## config.mk

```make
export PLATFORM = sky130hd
export DESIGN_NAME = encoder_pulse_gen_flat
export DESIGN_NICKNAME = d
export VERILOG_FILES = /design/src/rtl/encoder_pulse_gen_pkg.sv /design/src/rtl/encoder_pulse_gen_if.sv /design/src/rtl/encoder_pulse_gen_window_timer.sv /design/src/rtl/encoder_pulse_gen.sv /design/src/flat_wrapper.sv
export SDC_FILE = /design/constraint.sdc
export NUM_CORES = 1
export LEC_CHECK = 0
export CELL_PAD_IN_SITES_DETAIL_PLACEMENT = 0
export CELL_PAD_IN_SITES_GLOBAL_PLACEMENT = 1
export CORE_AREA = 10 10 97 99
export CTS_CLUSTER_DIAMETER = 80
export CTS_CLUSTER_SIZE = 25
export DETAILED_ROUTE_END_ITERATION = 8
export DIE_AREA = 0 0 107 109
export GPL_TIMING_DRIVEN = 0
export PLACE_DENSITY = 0.84
export SYNTH_ARGS = -nofsm -noshare
export SYNTH_HDL_FRONTEND = slang
export SYNTH_HIERARCHICAL = 1
export SYNTH_SLANG_ARGS = --single-unit
```

## constraint.sdc

```tcl
create_clock -name CLK -period 9.9 [get_ports CLK]
set_input_delay 2.97 -clock CLK [delete_from_list [all_inputs] [get_ports CLK]]
set_output_delay 2.97 -clock CLK [all_outputs]
set_load 0.01 [all_outputs]
```

## src/rtl/encoder_pulse_gen_pkg.sv

```systemverilog
// encoder_pkg: constants, types and helpers shared by the encoder pulse
// generator and its companion pulse counter.
//   DIV_DEF / WINDOW_DEF : default divider terminal count and ticks per window
//   RATE_W               : width of a rate / pulse count
//   state_t              : generator state (IDLE, RUN)
//   clog2()              : ceil(log2(v)), used for register widths
package encoder_pkg;

    localparam int DIV_DEF    = 4999;
    localparam int WINDOW_DEF = 30;
    localparam int RATE_W     = 8;

    typedef enum logic {
        IDLE = 1'b0,
        RUN  = 1'b1
    } state_t;

    function automatic int clog2(input int v);
        int r;
        r = 0;
        for (int i = 0; i < 31; i++) begin
            if ((1 << i) < v) r = i + 1;
        end
        return r;
    endfunction

endpackage

```

## src/rtl/encoder_pulse_gen_if.sv

```systemverilog
// encoder_pulse_gen_if: control, rate handshake and pulse outputs of the
// generator.
//   En          : generator enable
//   Rate        : requested pulses per window, with Rate_valid / Rate_ready
//   A           : pulse output, one CLK cycle high per pulse
//   Win_strobe  : one-cycle strobe at the end of each window
//   Pulse_cnt   : pulses emitted so far in the current window
// master drives En/Rate/Rate_valid; slave (the generator) drives the rest.
interface encoder_pulse_gen_if;

    logic                           En;
    logic [encoder_pkg::RATE_W-1:0] Rate;
    logic                           Rate_valid;
    logic                           Rate_ready;
    logic                           A;
    logic                           Win_strobe;
    logic [encoder_pkg::RATE_W-1:0] Pulse_cnt;

    modport master (
        output En, Rate, Rate_valid,
        input  Rate_ready, A, Win_strobe, Pulse_cnt
    );

    modport slave (
        input  En, Rate, Rate_valid,
        output Rate_ready, A, Win_strobe, Pulse_cnt
    );

endinterface

```

## src/rtl/encoder_pulse_gen_window_timer.sv

```systemverilog
// window_timer: window cycle index cyc (0..PERIOD-1) with terminal-count flag.
//   CLK, RST : clock, asynchronous active-low reset
//   run      : count while high; cyc is held at 0 while low
//   tc       : high while cyc == PERIOD-1 (last cycle of the window)
module window_timer #(
    parameter int PERIOD = 20
) (
    input  logic CLK,
    input  logic RST,
    input  logic run,
    output logic tc
);

    localparam int CW = encoder_pkg::clog2(PERIOD);

    logic [CW-1:0] cyc;

    assign tc = (cyc == CW'(PERIOD - 1));

    always_ff @(posedge CLK or negedge RST) begin
        if (!RST)            cyc <= '0;
        else if (!run || tc) cyc <= '0;
        else                 cyc <= cyc + 1'b1;
    end

endmodule

```

## src/rtl/encoder_pulse_gen.sv

```systemverilog
// encoder_pulse_gen: emits exactly Rate rising edges on A per window of
// PERIOD = (DIV+1)*WINDOW CLK cycles, spread evenly by an accumulator that
// adds the rate every cycle and overflows at PERIOD.
//   CLK, RST : clock, asynchronous active-low reset
//   bus      : encoder_pulse_gen_if.slave (En, rate handshake, A,
//              Win_strobe, Pulse_cnt)
// A new rate waits in a one-entry pending slot and is applied only at a
// window boundary or on the IDLE->RUN transition.
module encoder_pulse_gen
    import encoder_pkg::*;
#(
    parameter int DIV    = DIV_DEF,
    parameter int WINDOW = WINDOW_DEF
) (
    input  logic              CLK,
    input  logic              RST,
    encoder_pulse_gen_if.slave bus
);

    localparam int PERIOD     = (DIV + 1) * WINDOW;
    localparam int RATE_MAX_I = (PERIOD / 2 < 255) ? PERIOD / 2 : 255;
    localparam int ACC_W      = clog2(PERIOD + 256);

    localparam logic [RATE_W-1:0] RATE_MAX = RATE_W'(RATE_MAX_I);
    localparam logic [ACC_W-1:0]  PERIOD_A = ACC_W'(PERIOD);

    state_t              state_q, state_d;
    logic [ACC_W-1:0]    acc_q, acc_d, sum;
    logic [RATE_W-1:0]   cur_rate_q, cur_rate_d;
    logic [RATE_W-1:0]   pend_rate_q, pend_rate_d;
    logic                pend_full_q, pend_full_d;
    logic                a_q, a_d;
    logic                strobe_q, strobe_d;
    logic [RATE_W-1:0]   cnt_q, cnt_d, cnt_base, rate_clamped;
    logic                run, tc, ovf, xfer, load;

    assign run = (state_q == RUN) && bus.En;

    window_timer #(.PERIOD(PERIOD)) u_timer (
        .CLK (CLK),
        .RST (RST),
        .run (run),
        .tc  (tc)
    );

    assign xfer         = bus.Rate_valid && !pend_full_q;
    assign rate_clamped = (bus.Rate > RATE_MAX) ? RATE_MAX : bus.Rate;
    assign sum          = acc_q + ACC_W'(cur_rate_q);
    assign ovf          = (sum >= PERIOD_A);
    // The final count of a window is shown together with Win_strobe; the
    // count restarts on the following cycle.
    assign cnt_base     = strobe_q ? '0 : cnt_q;

    always_comb begin
        state_d  = state_q;
        acc_d    = '0;
        a_d      = 1'b0;
        strobe_d = 1'b0;
        cnt_d    = '0;
        load     = 1'b0;
        case (state_q)
            IDLE: begin
                if (bus.En) begin
                    state_d = RUN;
                    load    = 1'b1;
                end
            end
            RUN: begin
                if (!bus.En) begin
                    state_d = IDLE;           // partial window is dropped
                end else begin
                    a_d   = ovf;
                    acc_d = ovf ? (sum - PERIOD_A) : sum;
                    cnt_d = cnt_base + {{(RATE_W-1){1'b0}}, ovf};
                    if (tc) begin
                        strobe_d = 1'b1;
                        acc_d    = '0;
                        load     = 1'b1;
                    end
                end
            end
            default: state_d = IDLE;
        endcase
        cur_rate_d  = (load && pend_full_q) ? pend_rate_q : cur_rate_q;
        // A consumed slot may be refilled on the same edge.
        pend_full_d = (pend_full_q && !load) || xfer;
        pend_rate_d = xfer ? rate_clamped : pend_rate_q;
    end

    always_ff @(posedge CLK or negedge RST) begin
        if (!RST) begin
            state_q     <= IDLE;
            acc_q       <= '0;
            cur_rate_q  <= '0;
            pend_rate_q <= '0;
            pend_full_q <= 1'b0;
            a_q         <= 1'b0;
            strobe_q    <= 1'b0;
            cnt_q       <= '0;
        end else begin
            state_q     <= state_d;
            acc_q       <= acc_d;
            cur_rate_q  <= cur_rate_d;
            pend_rate_q <= pend_rate_d;
            pend_full_q <= pend_full_d;
            a_q         <= a_d;
            strobe_q    <= strobe_d;
            cnt_q       <= cnt_d;
        end
    end

    assign bus.A          = a_q;
    assign bus.Win_strobe = strobe_q;
    assign bus.Pulse_cnt  = cnt_q;
    assign bus.Rate_ready = !pend_full_q;

endmodule

```

## src/flat_wrapper.sv

```systemverilog
// flat-port wrapper written by rule: the top's interface ports become plain ports
module encoder_pulse_gen_flat import encoder_pkg::*;
#(
    parameter int DIV    = DIV_DEF,
    parameter int WINDOW = WINDOW_DEF
)
  (CLK, RST, bus_En, bus_Rate, bus_Rate_valid, bus_Rate_ready, bus_A, bus_Win_strobe, bus_Pulse_cnt);
  encoder_pulse_gen_if bus_i ();
  input  logic CLK;
  input  logic RST;
  input wire logic [$bits(bus_i.En)-1:0] bus_En;
  input wire logic [$bits(bus_i.Rate)-1:0] bus_Rate;
  input wire logic [$bits(bus_i.Rate_valid)-1:0] bus_Rate_valid;
  output wire logic [$bits(bus_i.Rate_ready)-1:0] bus_Rate_ready;
  output wire logic [$bits(bus_i.A)-1:0] bus_A;
  output wire logic [$bits(bus_i.Win_strobe)-1:0] bus_Win_strobe;
  output wire logic [$bits(bus_i.Pulse_cnt)-1:0] bus_Pulse_cnt;
  assign bus_i.En = bus_En;
  assign bus_i.Rate = bus_Rate;
  assign bus_i.Rate_valid = bus_Rate_valid;
  assign bus_Rate_ready = bus_i.Rate_ready;
  assign bus_A = bus_i.A;
  assign bus_Win_strobe = bus_i.Win_strobe;
  assign bus_Pulse_cnt = bus_i.Pulse_cnt;
  encoder_pulse_gen #(.DIV(DIV), .WINDOW(WINDOW)) u_core (.CLK(CLK), .RST(RST), .bus(bus_i));
endmodule
```

---- Word-level counts from Yosys, hierarchy flattened ----
Cells that the tools add are included.
storage, ports and cells
  bits in registers ....................... 64
  latch bits .............................. 0
  memory bits (writable) .................. 0
  bits in read-only memories .............. 0
  input bits .............................. 12
  output and inout port bits .............. 11
  logic and storage cells ................. 42
  memories ................................ 0
operators by class
  $add $sub $neg .......................... 4
  multipliers ............................. 0
  div/mod/pow operators ................... 0
  magnitude comparators ................... 2
  equal/unequal tests ..................... 1
  shift-type cells ........................ 0
  mux-type cells .......................... 16
  bitwise gates (word level) .............. 1
  reductions and logical operators ........ 9
operators with widths
  operator                                                    number
  2-to-1 mux 18 bit                                           5
  2-to-1 mux 8 bit                                            4
  adder 18 x 1 -> 18 bit (second input constant)              1
  adder 18 x 8 -> 18 bit                                      1
  equality test 18 bit (second input constant)                1
  greater-or-equal comparator 18 bit (second input constant)  1
  subtractor 18 bit (second input constant)                   1
  adder 8 x 1 -> 8 bit                                        1
  greater-than comparator 8 bit (second input constant)       1
  2-to-1 mux 1 bit                                            6
  logical AND 1 bit                                           4
  logical NOT 1 bit                                           3
  logical OR 1 bit                                            2
  one-hot mux 1 bit (2 select lines)                          1
  NOT 1 bit                                                   1

---- Logic depth before layout (Yosys ltp) ----
  depth after elaboration ................. 7
  depth in mapped cells ................... 18
  depth with buffers taken out ............ 16

---- Hierarchy ----
Netlist, hierarchy kept.
by module, submodules not included
  module             times used  cells an instance  area an instance (sq um)  seq. area each (sq um)
  encoder_pulse_gen  1           266                2782.7                    1151.1
  window_timer       1           95                 932.1                     450.4

---- Worst setup path after synthesis ----
Ideal clock, no wire load.
  kind .................................... input port to flip-flop
  start point ............................. input bus_En
  end point ............................... register u_core.acc_q[9]
  setup time .............................. 66 ps
  arrival ................................. 4112 ps
  data required time ...................... 9834 ps
  slack ................................... 5722 ps
  cell stages on the path ................. 5
  path buffers ............................ 1
  cells stage by stage .................... nand2_1 > or2_2 > clkbuf_1 > or4_1 > nand2_1
on the way
  longest elaborated chain between the ends .. 2
RTL lines
  item                  RTL line                  text
  start, declared       flat_wrapper.sv:11        input wire logic [$bits(bus_i.En)-1:0] bus_En;
  2-to-1 mux 18 bit     encoder_pulse_gen.sv:69   if (!bus.En) begin
  2-to-1 mux 18 bit     encoder_pulse_gen.sv:61   case (state_q)
  net u_core.acc_d[9]   encoder_pulse_gen.sv:28   logic [ACC_W-1:0] acc_q, acc_d, sum;
  end signal, assigned  encoder_pulse_gen.sv:93   acc_q <= '0;
  end signal, assigned  encoder_pulse_gen.sv:102  acc_q <= acc_d;
  end, declared         encoder_pulse_gen.sv:28
The timed path passes the listed nets, and every way through them passes these cells.
A chain may end at the register's enable or synchronous reset.

---- Worst setup path after layout ----
  start point ............................. input bus_En
  end point ............................... register u_core.acc_q[17]
Same word-level chain as after synthesis.

==> flow_summary.toml <==
[timing]
tightest_slew_ns = 1.06
rsz0062_at_grt = "false"
finalSetupViolCount = 0
timing.fmax_mhz = 206
hold_violations = 0
slew_headroom_pct = 29.3
finalSetupTns_ns = 0
setup_ws_ns = 5.06
finalCritPeriodShare_pct = 48.9
period_needed_ns = 4.84
fin_skew_ns = 0.00867
slew_violations = 0

[synthesis]
synth.yosys.seq_area_share_pct = 43.1
synth_async_sr_flop_share_pct = 100
yosysWarningCount = 6
synthFlopType = "dfrtp_1"
synth_cells = 361
synthTopCellsByArea = "dfrtp_1 43%, xnor2_1 5.9%, mux2_2 4.9%"
synth_cell_types = 64
synth.net_count = 386
ys_ff_latch = 64
synth_top_area_share_pct = 43.1
synth_area_leader_cell = "dfrtp_1"
syn_area_per_cell_sq_um = 10.3
synthesis.area_sq_um = 3710
synth-edff-count = 0

[placed_design]
dp_hpwl_mm = 5.68
place_ws_ns = 4.66
port_buffers = 22
gp_congestion = 0.820

[die]
initial_utilization_pct = 49.4
die_y_microns = 109
rows = 32
boundaryPins = 23
dieArea_sq_um = 11700
coreArea_sq_um = 7530
die_x_microns = 107

[setup_path]
arrival_ns = 5.05
crit_required_ns = 10.11
crit_chain = "clkdlybuf4s50_1 -> nand2_1 -> or2_2 -> clkbuf_1 -> clkbuf_1 -> a2111oi_0"
path_common_cell = "clkbuf_1"
crit_path_max_fanout = 10
crit_type = "in2reg"
slowest_delay_ns = 0.55
critPathCaptureType = "register"
rr_worst_depth = 16
critPathLaunchType = "input pin"
slowest_stage = "clkdlybuf4s50_1"

[grt]
grt_pass1_wl_mm = 13.4
grt.total_usage_pct = 14.1
grt_pass1_vias = 2818
grt_antenna_before_repair = 0
grt_max_degree = 65
grt-ovfl-total = 0

[cts]
post_cts_buffers = 0
root_buffer = "clkbuf_8"
numCtsBuffers = 9
cts_repair_resize_count = 0
clkLatencyLatePin_ns = 0.34
cts.htree.levels = 3
cts_tree = "done"
clock_path_buffers = 2
cts_hold_buf = 0
path_clk_slew_ns = 0.07
cts.sinks = 64

[finish]
final_cell_mix = "64 x dfrtp_1, 38 x nor2_1, 27 x nand2_1"
layout-drive-gt1-share_pct = 16.8
layout_commonest_cell = "dfrtp_1"
syn_to_final_growth_pct = 15.2
nNetsFinal = 419
n_antenna_cell = 0

[run]
cap_violations = 0

[pwr]
p_leak_nw = 1.86
power_density_nw_per_um2 = 201
vdd_drop_max_mv = 0.161

[route]
ant_nets = 0
remaining_drc_errors = 0
first_iter_violations = 143
via_count = 2851
via_per_inst = 5.69
wl_per_cell_microns = 15.7
drtPass1Iterations = 4
wl_mm = 7.88

[outcome]
status = "finished, final reports clean"

[min_path]
hp-class = "reg2reg"
hold_depth = 1
area by class of cell:
type | instances | area (sq um)
Buffer | 10 | 70.1
Clock buffer | 10 | 138
Clock inverter | 6 | 82.6
Fill cell | 662 | 3250
Inverter | 10 | 37.5
Multi-Input combinational cell | 277 | 2010
Sequential cell | 64 | 1600
Tap cell | 102 | 128
Timing Repair Buffer | 22 | 218
synth_stat cells (8+ instances only):
| master | n |
|---|---|
| inv_1 | 9 |
| dfrtp_1 | 64 |
| xor2_1 | 15 |
| nor2_1 | 38 |
| ha_1 | 12 |
| nor4_1 | 8 |
| nand3_1 | 12 |
| a21oi_1 | 14 |
| mux2_2 | 16 |
| nor3_1 | 12 |
| nand2_1 | 27 |
| xnor2_1 | 25 |
| nand4_1 | 8 |
| and3_1 | 8 |
metal layers:
metal / share of wire, % / global-route usage [%]
met2: 49 / 23.4
met1: 45 / 17.3
met3: 4.4 / 3.13
met4: 1.6 / 6.00
met5: 0 / 0
state kept, by name (all words and copies together) (netlist names):
| register | cells |
|---|---|
| u_core/acc_q | 18 |
| u_core/cur_rate_q | 8 |
| u_core/state_q | 1 |
| u_core/bus.Pulse_cnt | 8 |
| u_core/pend_full_q | 1 |
| u_core/pend_rate_q | 8 |
| u_core/u_timer/cyc | 18 |
| u_core/bus.A | 1 |
| u_core/bus.Win_strobe | 1 |
worst paths after layout:
kind | start | end | slack (ns)
max in group asynchronous | RST | u_core/state_q | 6.66
min in group asynchronous | RST | u_core/u_timer/cyc[10] | 2.72
setup reg to reg | u_core/acc_q[0] | u_core/bus.Pulse_cnt[4] | 5.90
hold / removal | u_core/u_timer/cyc[0] | u_core/u_timer/cyc[0] | 0.50
hold reg to reg | u_core/u_timer/cyc[0] | u_core/u_timer/cyc[0] | 0.50
setup / recovery | bus_En | u_core/acc_q[17] | 5.06
kinds of logic after synthesis:
| group | share of synthesized area (%) |
|---|---|
| mux | 5.25 |
| fa+ha+maj | 4.58 |
| simple gates | 19.3 |
| buf+inv | 2.90 |
| flops | 43.1 |
| compound gates | 15.4 |
| xor+xnor | 9.43 |
metrics by stage:
| step | area, sq um | std cells | util [%] | hold WS, ns | power, W |
|---|---|---|---|---|---|
| global placement | 4060 | 485 | 54.0 | 0.473 | 0.000610 |
| floorplan | 3710 | 361 | - | 0.450 | 0.000551 |
| finish | 4280 | 501 | 56.9 | 0.500 | 0.000861 |
| global route | 4280 | 501 | 56.9 | 0.526 | 0.000916 |
| CTS | 4280 | 501 | 56.9 | 0.501 | 0.000866 |
| detailed placement | 4060 | 485 | 53.9 | 0.490 | 0.000614 |
where the power goes:
part	switching [W]	total (W)	leakage (nW)	internal [W]
Combinational	0.000167	0.000299	0.902	0.000133
Clock	0.000101	0.000249	0.112	0.000147
Sequential	0.0000186	0.000313	0.848	0.000294
critical path: cells and delay by family:
family | cells | cell delay [ns]
AO/OA/AOI/OAI | 1 | 0.38
AND/OR/NAND/NOR | 2 | 0.63
buffers and inverters | 3 | 1.06
Power figures use the tool's default switching activity.
